$ cat src/rtl/pipelined_lane_adder_pkg.sv
// Shared definitions for the multi-lane pipelined adder: lane slice offsets,
// the default-width lane sum type and its saturation constant.
package pipelined_lane_adder_pkg;

   localparam int DEF_WIDTH = 4;

   typedef logic [DEF_WIDTH:0] lane_sum_t;

   localparam logic [DEF_WIDTH-1:0] SAT_MAX = '1;

   // Bit offset of lane k inside a packed operand bus of w-bit lanes.
   function automatic int op_off(int k, int w);
      return k * w;
   endfunction

   // Bit offset of lane k inside the packed sum bus (w+1 bits per lane).
   function automatic int sum_off(int k, int w);
      return k * (w + 1);
   endfunction

endpackage

$ cat src/rtl/pipelined_lane_adder_lane.sv
// One combinational lane: WIDTH-bit unsigned add with carry out.
// PIPELINED_LANE_ADDER_SATURATE_EN clamps the sum to WIDTH bits; carry stays raw.
module lane_adder #(
   parameter int WIDTH = 4
) (
   input  logic [WIDTH-1:0] a,
   input  logic [WIDTH-1:0] b,
   output logic [WIDTH:0]   sum,
   output logic             carry
);

   logic [WIDTH:0] raw;

   always_comb begin
      raw   = {1'b0, a} + {1'b0, b};
      carry = raw[WIDTH];
`ifdef PIPELINED_LANE_ADDER_SATURATE_EN
      sum   = raw[WIDTH] ? {1'b0, {WIDTH{1'b1}}} : {1'b0, raw[WIDTH-1:0]};
`else
      sum   = raw;
`endif
   end

endmodule

$ cat src/rtl/pipelined_lane_adder.sv
// LANES independent adders feeding a STAGES-deep valid/ready pipeline with full
// back-pressure. Optional clamping via PIPELINED_LANE_ADDER_SATURATE_EN.
module pipelined_lane_adder
   import pipelined_lane_adder_pkg::*;
#(
   parameter int WIDTH  = 4,
   parameter int LANES  = 2,
   parameter int STAGES = 2
) (
   input  logic                     clock,
   input  logic                     reset_n,
   input  logic                     in_valid,
   output logic                     in_ready,
   input  logic [LANES*WIDTH-1:0]   in_a,
   input  logic [LANES*WIDTH-1:0]   in_b,
   output logic                     out_valid,
   input  logic                     out_ready,
   output logic [LANES*(WIDTH+1)-1:0] out_sum,
   output logic [LANES-1:0]         out_carry
);

   localparam int SW = WIDTH + 1;
   localparam int DW = LANES * SW + LANES;

   logic [LANES*SW-1:0] add_sum;
   logic [LANES-1:0]    add_carry;

   generate
      for (genvar k = 0; k < LANES; k++) begin : g_lane
         lane_adder #(.WIDTH(WIDTH)) u_lane (
            .a     (in_a[op_off(k, WIDTH) +: WIDTH]),
            .b     (in_b[op_off(k, WIDTH) +: WIDTH]),
            .sum   (add_sum[sum_off(k, WIDTH) +: SW]),
            .carry (add_carry[k])
         );
      end
   endgenerate

   logic [STAGES-1:0]         vld_q, vld_d, adv;
   logic [STAGES-1:0][DW-1:0] dat_q, dat_d;
   logic                      full;

   // A stage may advance unless it and every stage downstream of it is full
   // while the consumer stalls; flattened to avoid a chained comb loop.
   always_comb begin
      adv  = '0;
      full = 1'b1;
      for (int i = 0; i < STAGES; i++) begin
         full = 1'b1;
         for (int j = i; j < STAGES; j++) full = full & vld_q[j];
         adv[i] = out_ready | ~full;
      end
   end

   always_comb begin
      vld_d = vld_q;
      dat_d = dat_q;
      if (adv[0]) begin
         vld_d[0] = in_valid;
         if (in_valid) dat_d[0] = {add_carry, add_sum};
      end
      for (int i = 1; i < STAGES; i++) begin
         if (adv[i]) begin
            vld_d[i] = vld_q[i-1];
            dat_d[i] = dat_q[i-1];
         end
      end
   end

   always_ff @(posedge clock or negedge reset_n) begin
      if (!reset_n) begin
         vld_q <= '0;
         dat_q <= '0;
      end else begin
         vld_q <= vld_d;
         dat_q <= dat_d;
      end
   end

   assign in_ready               = adv[0];
   assign out_valid              = vld_q[STAGES-1];
   assign {out_carry, out_sum}   = dat_q[STAGES-1];

endmodule

$ cat config.mk
export PLATFORM = sky130hd
export DESIGN_NAME = pipelined_lane_adder
export DESIGN_NICKNAME = d
export VERILOG_FILES = /design/src/rtl/pipelined_lane_adder_pkg.sv /design/src/rtl/pipelined_lane_adder_lane.sv /design/src/rtl/pipelined_lane_adder.sv
export SDC_FILE = /design/constraint.sdc
export NUM_CORES = 1
export LEC_CHECK = 0
export CORE_ASPECT_RATIO = 1.2
export CORE_UTILIZATION = 47
export DETAILED_ROUTE_END_ITERATION = 12
export PLACE_DENSITY = 0.88
export SYNTH_ARGS = -nofsm -noshare
export SYNTH_HDL_FRONTEND = slang
export SYNTH_SLANG_ARGS = --single-unit
$ cat constraint.sdc
create_clock -name clock -period 1.35 [get_ports clock]
set_input_delay 0.2025 -clock clock [delete_from_list [all_inputs] [get_ports clock]]
set_output_delay 0.2025 -clock clock [all_outputs]
set_load 0.05 [all_outputs]
==> reports/metrics.yaml, run 1 <==
drv_cap: 0
post_drt_wl_per_cell_um: 13.05
crit_family: "buffers and inverters"
period_share_pct: 102.6
io_pins: 34
fin_util_pct: 75.70
yosysWarnings: 0
yosysMostFrequentCell: "dfrtp_1"
hold_class: "in -> async"
syn-instance-count: 103
netlist_area_um2: 1205
grt_overflow: 0
diodes: 0
die_area_um2: 2771
worstReg2RegStart: "vld_q[1]$_DFFE_PN0P_"
cts_buffer_depth: 2
synthArstFlopShare_pct: 100.0
synth_edf_count: 0
path_buf_inv: 3
finalSetupViolations: 1
critPathRequiredTime_ns: 1.15
fp.dieH_um: 57.47
syn_area_per_cell_um2: 11.70
rrSetupSlack_ns: 0.02
hold_viol: 0
drtIter0Drc: 20
max_freq_mhz: 721.9
finalWorstSetupSlack_ns: -0.03523
slowest_delay_ns: 0.42
violations: "setup timing"
period_needed_ns: 1.385
skew_ns: 0.007192
rr_worst_depth: 5
peakVddDrop_mv: 0.7607
htreeDepth: 1
ys_seq_elements: 22
cts_tree: "yes"
grt_pass1_vias: 870
seqCellArea_um2: 551.8
regToRegEndpoint: "dat_q[0]$_DFFE_PN0P_"
max_slew_margin_pct: 71.71
cp_max_fo: 3
yosysTopAreaCell: "dfrtp_1"
ys_seq_area_share_pct: 45.69
vias: 852
fillers: 146
antenna_found_initial: 0
powerDensity_nw_per_um2: 1308
p_total_w: 0.002331
critical_path_arrival_ns: 1.18
port_buffers: 33
gr-usage-all-layers_pct: 20.09
post-dp-hpwl_um: 1828
endpoint_kind: "output pin"
slew_violations: 0
design.core.area_um2: 2354
initial_core_util_pct: 51.20
drive_gt1_share_pct: 39.29
start_kind: "input pin"
clock_latency_ns: 0.30
cts-root-buf: "clkbuf_4"
cts_buffers: 3
rows: 19
rsz0062_at_grt: "true"
yosysUniqueCellTypes: 23
yosys-top-cells-area: "dfrtp_1, mux2_2, ha_1"
cp_slowest_cell: "clkdlybuf4s50_1"
drcViolationCount: 0
worstMarginPinSlew_ns: 0.4243
leakagePower_nw: 0.8155
vias_per_cell: 4.982
grt_max_degree: 23
crit_type: "in -> out"
yosysTopAreaCellShare_pct: 45.69
finalWirelength_um: 2231
syn-num-nets: 133
fin_nets: 171
clock-sinks: 22
synth_ff_type: "dfrtp_1"
dr.pass1.iters: 4
die_w_um: 48.22
clkSlewWorstSetupHoldPaths_ns: 0.11
globalplace.congestion: 0.7662
crit_chain: "clkdlybuf4s50_1 > and3b_2 > clkinv_8 > buf_12"
multiInputGateArea_um2: 529.3
netlist_top_cells_count: "dfrtp_1, buf_4, o21ai_0"
synthToLayoutAreaGrowth_pct: 47.87
grt_pass1_wl_um: 3884
ant_nets: 0
status: "finished with violations"
cell usage in the layout (no fill, tap or decap), types with 4 or more instances in the layout:
cell             synthesis  final
mux2_2                  10     10
buf_4                   12     13
dlygate4sd2_1            0      4
buf_12                   0     15
clkdlybuf4s50_1          0     14
inv_1                    9      7
o21ai_0                 12     10
dfrtp_1                 22     21
ha_1                     8      6
sequential cells by signal, summed over array words and instances (netlist names):
register / flops
out_carry: 1
out_sum: 9
vld_q: 2
dat_q: 10
report_power, final:
part           internal (W)  leakage, nW  switching [W]
sequential         0.000796        0.259       0.000129
clock              0.000115       0.0150       0.000177
combinational      0.000584        0.541       0.000531
total               0.00149        0.816       0.000836
per-layer routing:
| layer | share of wire [%] | routed length (µm) | GRT usage, % |
|---|---|---|---|
| met4 | 1.9 | 42 | 7.143 |
| met2 | 53 | 1188 | 32.00 |
| met5 | 0 | 0 | 0 |
| met1 | 42 | 936 | 27.08 |
| met3 | 2.8 | 63 | 2.848 |
cell families (layout without fill, tap and decap cells):
| logic type | after synthesis | after routing | synth area share, % |
|---|---|---|---|
| xor+xnor | 2 | 2 | 1.454 |
| buf+inv | 24 | 61 | 12.36 |
| simple gates | 11 | 11 | 6.439 |
| fa+ha+maj | 10 | 10 | 11.63 |
| flops | 22 | 22 | 45.69 |
| compound gates | 22 | 22 | 10.59 |
| mux | 12 | 12 | 11.84 |
how the worst max path moves through the flow:
stage	start	endpoint	slack [ns]	cells after the start
CTS	vld_q[1]$_DFFE_PN0P_	in_ready	-0.04	3
detailed placement	in_b[0]	dat_q[10]$_DFFE_PN0P_	-0.49	7
finish	out_ready	in_ready	-0.04	4
global route	vld_q[1]$_DFFE_PN0P_	in_ready	-0.08	3
global placement	in_a[4]	dat_q[9]$_DFFE_PN0P_	-0.41	7
floorplan	vld_q[1]$_DFFE_PN0P_	dat_q[0]$_DFFE_PN0P_	-0.09	5
repair_timing:
| action | in CTS | in global routing |
|---|---|---|
| pin swaps | 9 | 3 |
| buffers inserted | 4 | 0 |
| hold buffers | 0 | 0 |
| resized for setup | 15 | 3 |
| endpoints found under the setup margin | 5 | 6 |
worst reg2reg max path, delay by kind of cell, from the launching register on:
kind | cells | cell delay, ns
buffers and inverters | 2 | 0.21
muxes | 1 | 0.30
DFF | 1 | 0.38
and+or+nand+nor | 2 | 0.34
final cells by class:
cell class	count	share of cell area (%)
timing repair buffer	47	32.87
inverter	10	2.809
clock buffer	4	1.475
tap	31	2.177
sequential	22	30.97
multi-input combinational	57	29.71
per-stage QoR:
step	hold WS [ns]	cells	worst slack [ns]	cell area, µm²	setup TNS, ns
finish	0.2247	171	-0.03523	1782	-0.03523
global route	0.2585	171	-0.07782	1782	-0.1073
CTS	0.2328	171	-0.04038	1770	-0.04038
detailed placement	0.4464	163	-0.4868	1688	-5.991
global placement	0.4389	163	-0.4129	1688	-5.117
floorplan	-0.09309	103	-0.09347	1222	-0.1869
No activity file was read; power rests on OpenSTA's default activity.
==> run 2: changes to the inputs <==
Settings changed: CAP_MARGIN set to 20, SLEW_MARGIN set to 20.
==> results of run 2 <==
The final DEF is identical to that of run 1; final timing and power are the same.
==> run 3: changes to the inputs <==
Settings changed: CELL_PAD_IN_SITES_DETAIL_PLACEMENT set to 2, CELL_PAD_IN_SITES_GLOBAL_PLACEMENT set to 2, CORE_UTILIZATION 47 to 30.
==> reports/metrics.yaml, run 3 (synthesis gave the netlist of run 1 again) <==
status: "finished with violations"  # unchanged
violations: "setup timing"  # unchanged
cp_slowest_cell: "dfrtp_2"  # was clkdlybuf4s50_1
vias: 907  # was 852
clock_latency_ns: 0.26  # was 0.30 ns
period_needed_ns: 1.351  # was 1.385 ns
cts-root-buf: "clkbuf_8"  # was clkbuf_4
largest_reg_flops: 10  # unchanged
cts_buffers: 3  # unchanged
max_freq_mhz: 740.3  # was 721.9 MHz
finalWorstSetupSlack_ns: -0.0007578  # was -0.03523 ns
leakagePower_nw: 0.8470  # was 0.8155 nW
globalplace.congestion: 0.7218  # was 0.7662
peakVddDrop_mv: 0.4208  # was 0.7607 mV
io_pins: 34  # unchanged
drtIter0Drc: 18  # was 20
critPathRequiredTime_ns: 1.15  # about the same
grt_pass1_wl_um: 5520  # was 3884 µm
powerDensity_nw_per_um2: 1389  # was 1308 nW/µm²
diodes: 0  # unchanged
post_drt_wl_per_cell_um: 18.78  # was 13.05 µm
holdBufCountCts: 0  # unchanged
multiInputGateArea_um2: 570.5  # was 529.3 µm²
vias_per_cell: 4.774  # was 4.982
cts_tree: "yes"  # unchanged
htreeDepth: 1  # unchanged
initial_core_util_pct: 32.36  # was 51.20%
cts_buffer_depth: 2  # unchanged
gr-usage-all-layers_pct: 18.27  # was 20.09%
path_buf_inv: 2  # was 3
port_buffers: 33  # unchanged
hold_viol: 0  # unchanged
pre_cts_ws_ns: -0.4943  # was -0.4868 ns
antenna_found_initial: 0  # unchanged
tns_ns: -0.0007578  # was -0.03523 ns
design.core.area_um2: 3724  # was 2354 µm²
hold_class: "in -> async"  # unchanged
fin_nets: 169  # was 171
start_kind: "flip-flop"  # was input pin
clkSlewWorstSetupHoldPaths_ns: 0.08  # was 0.11 ns
grt_overflow: 0  # unchanged
post-dp-hpwl_um: 2481  # was 1828 µm
hold_slack_ns: 0.3085  # was 0.2247 ns
layout_common_cells: "dfrtp_1, buf_12, buf_4"  # was dfrtp_1, buf_12, clkdlybuf4s50_1
cp_max_fo: 3  # unchanged
period_share_pct: 100.1  # was 102.6%
p_total_w: 0.002577  # was 0.002331 W
drv_cap: 0  # unchanged
crit_type: "reg -> out"  # was in -> out
crit_chain: "and3b_2 > clkinv_8 > buf_12"  # was clkdlybuf4s50_1 > and3b_2 > clkinv_8 > buf_12
drive_gt1_share_pct: 44.93  # was 39.29%
skew_ns: 0.004856  # was 0.007192 ns
drcViolationCount: 0  # unchanged
finalSetupViolations: 1  # unchanged
fp.dieH_um: 71.42  # was 57.47 µm
clock-sinks: 22  # unchanged
endpoint_kind: "output pin"  # unchanged
dr.pass1.iters: 4  # unchanged
max_slew_margin_pct: 79.31  # was 71.71%
crit_family: "flip-flops"  # was buffers and inverters
slowest_delay_ns: 0.38  # was 0.42 ns
seqCellArea_um2: 551.8  # unchanged
rows: 24  # was 19
die_w_um: 59.85  # was 48.22 µm
rrSetupSlack_ns: 0.03  # was 0.02 ns
fillers: 373  # was 146
die_area_um2: 4274  # was 2771 µm²
slew_violations: 0  # unchanged
ant_nets: 0  # unchanged
top_register: "dat_q"  # unchanged
final_common_cell: "dfrtp_1"  # unchanged
grt_max_degree: 23  # unchanged
synthToLayoutAreaGrowth_pct: 54.00  # was 47.87%
critical_path_arrival_ns: 1.15  # was 1.18 ns
finalWirelength_um: 3568  # was 2231 µm
worstMarginPinSlew_ns: 0.3098  # was 0.4243 ns
instances_no_fill: 190  # was 171
rsz0062_at_grt: "true"  # unchanged
grt_pass1_vias: 1047  # was 870
dpl.cell_count: 183  # was 163
-- run 3: cell type report --
cell class / instances / area share, %
multi-input cells: 57 / 30.75
repair buffers: 45 / 30.34
flip-flops and latches: 22 / 29.74
well taps: 52 / 3.506
clock buffers: 4 / 2.967
inverters: 10 / 2.697
-- run 3: per-layer routing --
metal	track usage [%]	part of all wire (%)
met3	0.7220	2.7
met2	34.32	56
met5	0	0
met4	10.85	2.7
met1	19.40	38
-- run 3: power breakdown --
group / internal (W) / switching (W) / leakage [nW] / total [W]
clock network: 0.000260 / 0.000208 / 0.0288 / 0.000468
logic: 0.000590 / 0.000578 / 0.559 / 0.00117
registers: 0.000796 / 0.000145 / 0.259 / 0.000942
-- run 3: timing repair --
action / 4_1_cts / 5_1_grt
pin swaps: 10 / 5
setup endpoints to repair: 21 / 13
hold endpoints to repair: 0 / 0
gates resized for setup: 25 / 10
buffers inserted: 2 / 1
-- run 3: metrics by stage --
stage               cell area, µm²  util (%)
detailed placement            1707     45.83
global placement              1707     45.83
global route                  1856     49.83
floorplan                     1222         -
finish                        1856     49.83
CTS                           1818     48.82
-- run 3: path summary, 6_finish.rpt --
kind,startpoint,end,cells after the start
setup / recovery,vld_q[1]$_DFFE_PN0P_,in_ready,3
hold / removal,reset_n,dat_q[1]$_DFFE_PN0P_,2
setup reg to reg,vld_q[1]$_DFFE_PN0P_,dat_q[6]$_DFFE_PN0P_,5
hold reg to reg,vld_q[0]$_DFFE_PN0P_,vld_q[1]$_DFFE_PN0P_,1
max in group asynchronous,reset_n,vld_q[1]$_DFFE_PN0P_,2
min in group clock,in_a[0],dat_q[0]$_DFFE_PN0P_,3
-- run 3: worst reg2reg max path, stage by stage, from the launching register on --
cell and delay, ns:
dfrtp_2 0.42, and3b_2 0.26, clkinv_8 0.08, nand2_8 0.06
buf_4 0.16, o21ai_0 0.24
